<file path="config.mk">
export PLATFORM = sky130hd
export DESIGN_NAME = logic_pipe
export DESIGN_NICKNAME = d
export VERILOG_FILES = /design/src/rtl/logic_pipe_pkg.sv /design/src/rtl/logic_pipe_stage.sv /design/src/rtl/logic_pipe.sv
export SDC_FILE = /design/constraint.sdc
export NUM_CORES = 1
export LEC_CHECK = 0
export BUFFER_PORTS_ARGS = -buffer_cell sky130_fd_sc_hd__buf_2
export CAP_MARGIN = 20
export CORE_AREA = 4 4 92 59
export DETAILED_ROUTE_END_ITERATION = 8
export DIE_AREA = 0 0 96 63
export PLACE_DENSITY = 0.83
export SETUP_SLACK_MARGIN = 0.2
export SLEW_MARGIN = 0
export SYNTH_ARGS = -nofsm -noshare
export SYNTH_HDL_FRONTEND = slang
export SYNTH_SLANG_ARGS = --single-unit
</file>
<file path="constraint.sdc">
create_clock -name clk -period 4.1 [get_ports clk]
set_input_delay 0.82 -clock clk [delete_from_list [all_inputs] [get_ports clk]]
set_output_delay 0.82 -clock clk [all_outputs]
set_load 0.05 [all_outputs]
</file>
<file path="src/rtl/logic_pipe_pkg.sv">
// logic_pipe shared definitions: op encoding and the per-bit op.
package logic_pipe_pkg;

  typedef enum logic [1:0] {
    OP_AND  = 2'b00,
    OP_OR   = 2'b01,
    OP_XOR  = 2'b10,
    OP_NAND = 2'b11
  } op_e;

  // One bit of the selected bitwise op; callers loop it over any width.
  function automatic logic op_bit(op_e op, logic x, logic y);
    logic r;
    r = 1'b0;
    unique case (op)
      OP_AND:  r = x & y;
      OP_OR:   r = x | y;
      OP_XOR:  r = x ^ y;
      OP_NAND: r = ~(x & y);
      default: r = 1'b0;
    endcase
    return r;
  endfunction

endpackage

</file>
<file path="src/rtl/logic_pipe_stage.sv">
// Generic valid/ready register slice used for the plain delay stages.
// Holds its payload while valid and the downstream is not ready.
module logic_pipe_stage #(
  parameter type T = logic
) (
  input  logic clk,
  input  logic rst,
  input  logic in_valid_i,
  output logic in_ready_o,
  input  T     in_data_i,
  output logic out_valid_o,
  input  logic out_ready_i,
  output T     out_data_o
);

  logic vld_q;
  T     data_q;

  assign in_ready_o  = !vld_q || out_ready_i;
  assign out_valid_o = vld_q;
  assign out_data_o  = data_q;

  // Load a new beat (or a bubble) whenever this slot can be vacated.
  always_ff @(posedge clk or posedge rst) begin
    if (rst) begin
      vld_q  <= 1'b0;
      data_q <= '0;
    end else if (in_ready_o) begin
      vld_q <= in_valid_i;
      if (in_valid_i) data_q <= in_data_i;
    end
  end

endmodule

</file>
<file path="src/rtl/logic_pipe.sv">
// logic_pipe: f = op(a,b), e = c | f of previous transaction, DEPTH stages.
// Optional macro LOGIC_PIPE_PARITY_EN adds out_par = ^{e,f}.
module logic_pipe
  import logic_pipe_pkg::*;
#(
  parameter int WIDTH = 8,
  parameter int DEPTH = 2,
  parameter int CNT_W = 16
) (
  input  logic             clk,
  input  logic             rst,
  input  logic             in_valid,
  output logic             in_ready,
  input  logic [WIDTH-1:0] a,
  input  logic [WIDTH-1:0] b,
  input  logic [WIDTH-1:0] c,
  input  logic [1:0]       op,
  output logic             out_valid,
  input  logic             out_ready,
  output logic [WIDTH-1:0] e,
  output logic [WIDTH-1:0] f,
  output logic [CNT_W-1:0] xfer_cnt
`ifdef LOGIC_PIPE_PARITY_EN
  ,
  output logic             out_par
`endif
);

  typedef struct packed {
    logic [WIDTH-1:0] e;
    logic [WIDTH-1:0] f;
`ifdef LOGIC_PIPE_PARITY_EN
    logic             par;
`endif
  } pay_t;

  logic             vld [DEPTH];
  logic             rdy [DEPTH+1];
  pay_t             pay [1:DEPTH-1];

  logic             v0_q;
  logic [WIDTH-1:0] f0_q;
  logic [WIDTH-1:0] c0_q;
  logic [WIDTH-1:0] f0_d;
  logic             v1_q;
  pay_t             p1_q;
  pay_t             p1_d;
  logic [WIDTH-1:0] fprev_q;
  logic [CNT_W-1:0] cnt_q;

  assign vld[0]     = v0_q;
  assign vld[1]     = v1_q;
  assign pay[1]     = p1_q;
  assign rdy[0]     = !v0_q || rdy[1];
  assign rdy[1]     = !v1_q || rdy[2];
  assign rdy[DEPTH] = out_ready;

  assign in_ready  = rdy[0] && !rst;
  assign out_valid = vld[DEPTH-1];
  assign e         = pay[DEPTH-1].e;
  assign f         = pay[DEPTH-1].f;
  assign xfer_cnt  = cnt_q;
`ifdef LOGIC_PIPE_PARITY_EN
  assign out_par   = pay[DEPTH-1].par;
`endif

  // Bitwise op of the incoming operands.
  always_comb begin
    f0_d = '0;
    for (int i = 0; i < WIDTH; i++) begin
      f0_d[i] = op_bit(op_e'(op), a[i], b[i]);
    end
  end

  // Stage 1 result: feedback OR with the previous transaction's f.
  always_comb begin
    p1_d   = '0;
    p1_d.e = c0_q | fprev_q;
    p1_d.f = f0_q;
`ifdef LOGIC_PIPE_PARITY_EN
    p1_d.par = ^{p1_d.e, p1_d.f};
`endif
  end

  // Stage 0 captures f0 and c on an accepted transaction.
  always_ff @(posedge clk or posedge rst) begin
    if (rst) begin
      v0_q <= 1'b0;
      f0_q <= '0;
      c0_q <= '0;
    end else if (rdy[0]) begin
      v0_q <= in_valid;
      if (in_valid) begin
        f0_q <= f0_d;
        c0_q <= c;
      end
    end
  end

  // Stage 1 forms e and remembers f for the next transaction.
  always_ff @(posedge clk or posedge rst) begin
    if (rst) begin
      v1_q    <= 1'b0;
      p1_q    <= '0;
      fprev_q <= '0;
    end else if (rdy[1]) begin
      v1_q <= v0_q;
      if (v0_q) begin
        p1_q    <= p1_d;
        fprev_q <= f0_q;
      end
    end
  end

  for (genvar i = 2; i < DEPTH; i++) begin : g_dly
    logic_pipe_stage #(
      .T (pay_t)
    ) u_stage (
      .clk         (clk),
      .rst         (rst),
      .in_valid_i  (vld[i-1]),
      .in_ready_o  (rdy[i]),
      .in_data_i   (pay[i-1]),
      .out_valid_o (vld[i]),
      .out_ready_i (rdy[i+1]),
      .out_data_o  (pay[i])
    );
  end

  // Count output handshakes, wrapping naturally.
  always_ff @(posedge clk or posedge rst) begin
    if (rst) begin
      cnt_q <= '0;
    end else if (vld[DEPTH-1] && out_ready) begin
      cnt_q <= cnt_q + 1'b1;
    end
  end

endmodule

</file>
==> summary.txt, run 1 <==
Status = finished, final reports clean
Via count = 1772
Worst clock skew = 0.006750 ns
Maximum fanout along the worst path = 4
Worst skew pair latency = 0.29 ns
Synth Cell Area = 0.002547 mm²
Syn Inst Count = 230
Pwr dens = 520.0 mW/mm²
Drc violations = 0
Global-route wire length before repair = 7700 µm
Psw = 0.6487 mW
Final min period = 2.242 ns
R2R Setup Slk = 2.61 ns
CTS tree = built
MaxCap Viol Count = 0
Number of diodes = 0
Crit share post-route = 54.67%
Yosys top cell area share = 49.12%
Top cells by area, synth = dfrtp_1 49%, ha_1 8.3%, mux2_4 8.3%, xnor2_1 4.1%, nand2_1 4.0%
Die footprint = 0.006048 mm²
Most common cell after layout, fill and taps aside = buf_2
Final TNS setup = 0 ns
# clock sinks = 50
Final setup vio count = 0
Dpl hpwl = 3493 µm
Die Wd = 96 µm
Register share of total power = 43.7%
Chip height = 63 µm
Fin. Hold Viols = 0
Layout Cells excl Fill = 358
Cts hold-fix bufs = 0
Row Count = 19
Clock root buffer = clkbuf_8
Largest net degree at the start of global routing = 51
Number of global-route vias before repair = 1691
Synth Register Bits = 50
Cell variety after synth = 29
Sequential share of the synthesized area = 49.12%
Internal power = 0.9129 mW
Net Sw Frac = 41.54%
CTS buffer count = 5
VDD IR-drop max = 0.6983 mV
RSZ-0062 raised after global routing = false
Total setup buffers inserted after CTS = 0
Fmax = 0.4461 GHz
GRT Resource Usage Total = 16.17%
Fillers = 384
PortBufs = 63
Post-CTS Resized = 0
Number of iterations in the first detailed-routing pass = 4
P&R area growth vs syn = 17.88%
HP Class = in2async
Combinational share of power = 37.9%
Detail Route Antenna Nets = 0
Clock slew at reported path FFs = 0.09 ns
Max-slew headroom = 66.29%
Grt total ovfl = 0
Commonest non-fill, non-tap cells in the layout = 63 x buf_2, 50 x dfrtp_1, 27 x nand2_1, 17 x inv_1, 17 x ha_1
I/O pins = 64
Leading area contributor after synthesis = dfrtp_1
Clk buf depth = 2
Max-slew violation count = 0
Reg area = 0.001251 mm²
Wire per inst = 12.86 µm
Share of post-route cells with drive strength above 1 = 33.56%
Clk network pwr share = 18.3%
Initial antenna violation count = 0
Least-Margin Pin Slew = 0.5038 ns
Post-synth net total = 277
H-tree depth = 2
Arrival time worst endpoint = 1.42 ns
Yosys warns = 0
Initial DRC Count = 32
Initial core utilization = 56.10%
Placed Cells = 349
Nets = 341
Pleak = 1.535 nW
Area of the multi-input gates = 0.001179 mm²
GPL Wtd Cong = 0.7215
Crit Path Category = in2out
Core ar. = 0.004541 mm²
Critical Path Start Type = input port
Drt total wl = 4604 µm
Vias per inst = 4.950
Syn Area/Cell = 11.08 µm²
Critical Path RT = 3.28 ns
Critical Path Sink Type = output port
==> power groups by stage <==
stage | combinational [mW] | clock (mW) | sequential (mW)
after global routing | 0.634 | 0.321 | 0.698
after CTS | 0.597 | 0.295 | 0.684
after floorplan | 0.199 | 0 | 0.944
after detailed placement | 0.597 | 0 | 0.692
final | 0.592 | 0.287 | 0.683
after global placement | 0.585 | 0 | 0.688
==> final timing paths <==
path / startpoint / cells past startpoint / to
max in group asynchronous: rst / 3 / xfer_cnt[15]$_DFFE_PP0P_
worst max register to register: out_valid$_DFFE_PP0P_ / 4 / f0_q[6]$_DFFE_PP0P_
worst min register to register: xfer_cnt[15]$_DFFE_PP0P_ / 1 / xfer_cnt[15]$_DFFE_PP0P_
worst max-delay path: out_ready / 4 / in_ready
worst min-delay path: rst / 2 / c0_q[7]$_DFFE_PP0P_
min in group clk: xfer_cnt[15]$_DFFE_PP0P_ / 1 / xfer_cnt[15]$_DFFE_PP0P_
==> registers in the layout, summed over array words and instances (netlist names) <==
register,flops
e,8
xfer_cnt,16
fprev_q,8
out_valid,1
v0_q,1
c0_q,8
f0_q,8
==> area by class of cell <==
type                            count  share of cell area [%]
Multi-Input combinational cell    155                   39.25
Timing Repair Buffer               64                   11.17
Tap cell                           63                   2.625
Clock inverter                      1                  0.1667
Clock buffer                        7                   2.875
Inverter                           18                   2.250
Sequential cell                    50                   41.67
==> cell usage after synthesis, drive strengths merged <==
cell / number
nand3: 6
dfrtp: 50
nor3: 2
inv: 18
xor2: 3
o21ai: 26
and3: 2
a21oi: 1
xnor2: 12
nand2: 31
nand2b: 3
nand4: 4
nor2b: 5
mux2: 25
ha: 17
clkbuf: 1
o211ai: 6
nor2: 12
buf: 6
==> through the flow <==
step                utilization, %  power (mW)  instance area, µm²  hold WS [ns]  setup WS (ns)
finish                       66.13       1.562                3003        0.4123          1.858
global route                 66.13       1.653                3003        0.4018          1.799
CTS                          65.69       1.576                2983        0.4766          1.850
detailed placement           63.68       1.290                2892        0.4650          1.856
global placement             63.68       1.273                2892        0.4594          1.893
floorplan                        -       1.143                2547        0.4522          1.639
==> layer usage <==
layer	routed length, µm	track usage, %
met1	2193	22.96
met3	274	5.054
met2	2109	24.08
met4	27	3.723
met5	0	0
==> worst max-delay path, cell delays in order <==
cell     delay, ns
buf_2         0.13
nor2b_2       0.06
a21oi_1       0.14
buf_2         0.28
==> cells by family after synthesis <==
| family | after synthesis | share of synthesized area, % |
|---|---|---|
| AND/OR/NAND/NOR | 65 | 12.57 |
| flip-flops | 50 | 49.12 |
| AO/OA/AOI/OAI | 33 | 7.072 |
| buffers and inverters | 25 | 4.616 |
| multiplexers | 25 | 13.11 |
| adder cells (fa/ha/maj) | 17 | 8.350 |
| XOR/XNOR | 15 | 5.157 |
No activity file was read; power rests on OpenSTA's default activity.
==> run 2: changes to the inputs <==
- ABC_AREA: not set -> 1
- CORE_AREA: 4 4 92 59 -> 4 4 96 62
- DIE_AREA: 0 0 96 63 -> 0 0 100 66
- PLACE_DENSITY: 0.83 -> 0.77
- clock period: 4.1 -> 2.3 ns (I/O delays scaled with it)
==> run 2 against run 1 <==
  * Sequential share of layout area shrank 0.98 points
  * Cell count grew 26%
  * Critical path depth is the same
  * Total power grew 90%
  * Register-to-register slack lost 1.9 ns
  * Largest power group unchanged
  * Combinational power grew 91%
  * Critical path type is now reg2out
==> summary.txt, run 2 <==
Status = finished, final reports clean
Final TNS setup = 0 ns (unchanged)
Initial DRC Count = 105 (+230%)
RSZ-0062 raised after global routing = false
Yosys top cell area share = 48.50% (-0.62 points)
Place WS = 0.5141 ns (-1.341 ns)
CP cell instances = nand3_1, nand2_1, inv_1, buf_2
Synth Cell Area = 0.002580 mm² (+1.3%)
Critical Path RT = 1.84 ns (-1.44 ns)
Chip height = 66 µm (+4.8%)
CTS tree = built
Row Count = 20 (+1)
Sum of buffers and inverters on the critical path = 2 (unchanged)
Final min period = 1.735 ns
Total setup buffers inserted after CTS = 0 (unchanged)
Slowest stage delay, CP = 0.45 ns (+0.17 ns)
Final setup vio count = 0 (unchanged)
H-tree depth = 2 (unchanged)
GPL Wtd Cong = 0.8038 (+11%)
Leading area contributor after synthesis = dfrtp_1
PortBufs = 63 (unchanged)
Drc violations = 0 (unchanged)
Post-synth EDFFs = 0 (unchanged)
Fillers = 446 (+16%)
Number of global-route vias before repair = 2033 (+20%)
Crit share post-route = 75.44%
Initial core utilization = 51.81% (-4.3 points)
Most frequent cell after synthesis = nand2_1
Post-synth net total = 364 (+31%)
VDD IR-drop max = 0.5224 mV (-25%)
Placed inst area = 0.002965 mm² (+2.6%)
Crit Path Category = reg2out
Max reg flops = 16 (unchanged)
Nets = 430 (+26%)
Fin. Hold Viols = 0 (unchanged)
Pwr dens = 966.8 mW/mm² (+86%)
Sequential share of the synthesized area = 48.50% (-0.62 points)
Max-slew violation count = 0 (unchanged)
Number of diodes = 0 (unchanged)
Most common cell after layout, fill and taps aside = nand2_1
Worst skew pair latency = 0.31 ns (+0.02 ns)
Critical Path Sink Type = output port
HP Class = in2reg
Commonest cells post-synth = 109 x nand2_1, 51 x inv_1, 50 x dfrtp_1
Clock slew at reported path FFs = 0.09 ns (about the same)
Number of iterations in the first detailed-routing pass = 4 (unchanged)
I/O pins = 64 (unchanged)
Dpl hpwl = 4215 µm (+21%)
Fmax = 0.5763 GHz
Top cells by area, synth = dfrtp_1 48%, nand2_1 16%, ha_1 8.2%, inv_1 7.4%, o21ai_0 4.1%
Max-slew headroom = 59.80% (-6.5 points)
Largest net degree at the start of global routing = 51 (unchanged)
Cts hold-fix bufs = 0 (unchanged)
Share of post-route cells with drive strength above 1 = 21.35% (-12 points)
Die footprint = 0.006600 mm² (+9.1%)
Worst clock skew = 0.006263 ns (-0.0004877 ns)
GRT Resource Usage Total = 17.77% (+1.6 points)
P&R area growth vs syn = 19.20%
Post-synth ARST share = 100.0% (unchanged)
Initial antenna violation count = 0 (unchanged)
Vias per inst = 4.787 (-3.3%)
Global-route wire length before repair = 9163 µm (+19%)
Synth Register Bits = 50 (unchanged)
Yosys warns = 0 (unchanged)
Top FF cell, synth = dfrtp_1
Die Wd = 100 µm (+4.2%)
Syn Area/Cell = 8.139 µm² (-27%)
Via count = 2154 (+22%)
Min setup slack post-route = 0.5648 ns (-1.294 ns)
Pleak = 1.762 nW (+15%)
Wire per inst = 12.02 µm (-6.5%)
Critical path's top delay family = flip-flops
MaxCap Viol Count = 0 (unchanged)
Drt total wl = 5411 µm (+18%)
Syn Inst Count = 317 (+38%)
Core ar. = 0.004980 mm² (+9.7%)
Clk buf depth = 2 (unchanged)
# clock sinks = 50 (unchanged)
Grt total ovfl = 0 (unchanged)
Post-CTS Resized = 0 (unchanged)
Commonest non-fill, non-tap cells in the layout = 109 x nand2_1, 63 x buf_2, 50 x inv_1, 50 x dfrtp_1
Maximum fanout along the worst path = 5 (+1)
Clock root buffer = clkbuf_8
Arrival time worst endpoint = 1.28 ns (-0.14 ns)
Max stage delay cell, worst path = dfrtp_1
Critical Path Start Type = flop
Cell variety after synth = 23 (-21%)
Least-Margin Pin Slew = 0.6030 ns (+0.09918 ns)
Design Area, Final = 0.003075 mm² (+2.4%)
CTS buffer count = 5 (unchanged)
Detail Route Antenna Nets = 0 (unchanged)
[run 2: cell types whose count changed after synthesis, moves of 3 or more]
| cell | previous run | this run |
|---|---|---|
| inv_1 | 18 | 51 |
| mux2_1 | 5 | 0 |
| mux2_2 | 6 | 1 |
| mux2_4 | 14 | 0 |
| nand2_1 | 27 | 109 |
| nand2b_1 | 3 | 0 |
| nand4_1 | 4 | 8 |
| nor2_1 | 11 | 21 |
| nor2b_1 | 4 | 0 |
| o211ai_1 | 6 | 2 |
| o21ai_0 | 15 | 21 |
| o21ai_1 | 11 | 0 |
| xnor2_1 | 12 | 5 |
[run 2: final timing paths]
path                                  startpoint                        to  slack, ns  depth (start not counted)
setup / recovery           out_valid$_DFFE_PP0P_                  in_ready       0.56                          4
min in group asynchronous                    rst  xfer_cnt[12]$_DFFE_PP0P_       0.41                          3
hold reg to reg              f0_q[7]$_DFFE_PP0P_    fprev_q[7]$_DFFE_PP0P_       0.48                          2
max in group asynchronous                    rst       c0_q[7]$_DFFE_PP0P_       1.48                          3
setup reg to reg           out_valid$_DFFE_PP0P_       f0_q[3]$_DFFE_PP0P_       0.69                          4
hold / removal                              c[2]       c0_q[2]$_DFFE_PP0P_       0.34                          3
[run 2: cells by family (layout without fill, tap and decap cells)]
logic type                 after synthesis  after routing  share of synthesized area (%)
and+or+nand+nor                        156            156                          25.46
buffers and inverters                   57            124                          8.632
DFF                                     50             50                          48.50
AOI/OAI and AO/OA                       26             26                          5.335
adders and majority gates               17             17                          8.244
xor gates and xnor gates                10             10                          3.395
muxes                                    1              1                         0.4364
[run 2: layout make-up]
class                   count  area, µm²  area share [%]
flip-flops and latches     50       1251           40.68
multi-input cells         210       1106           35.96
repair buffers             65      330.3           10.74
inverters                  51      195.2           6.347
well taps                  66      82.58           2.685
clock buffers               6      72.57           2.360
clock inverters             2      37.54           1.221
[run 2: report_power, final]
part / switching (mW) / internal (mW) / total (mW) / leakage (nW)
clock: 0.287 / 0.324 / 0.612 / 0.0514
sequential: 0.153 / 1.08 / 1.23 / 0.620
combinational: 0.856 / 0.273 / 1.13 / 1.09
[run 2: through the flow]
stage,hold slack (ns),utilization [%],power [mW],std cells
floorplan,0.4422,-,2.088,317
global placement,0.4627,59.55,2.364,442
detailed placement,0.4608,59.55,2.390,442
CTS,0.3313,61.76,3.002,450
global route,0.3422,61.76,3.153,450
finish,0.3395,61.76,2.973,450
[run 2: worst reg2reg max path: stages (launching register included)]
cell     delay [ns]
dfrtp_1        0.45
nand3_1        0.16
nand2_2        0.20
inv_1          0.47
o21ai_0        0.19
[run 2: layer usage]
metal / track usage, % / wire, µm / up-vias
met5: 0 / 0 / -
met4: 6.387 / 80 / 0
met3: 4.531 / 325 / 7
met2: 27.91 / 2410 / 49
met1: 23.97 / 2593 / 998
li1: - / - / 1100
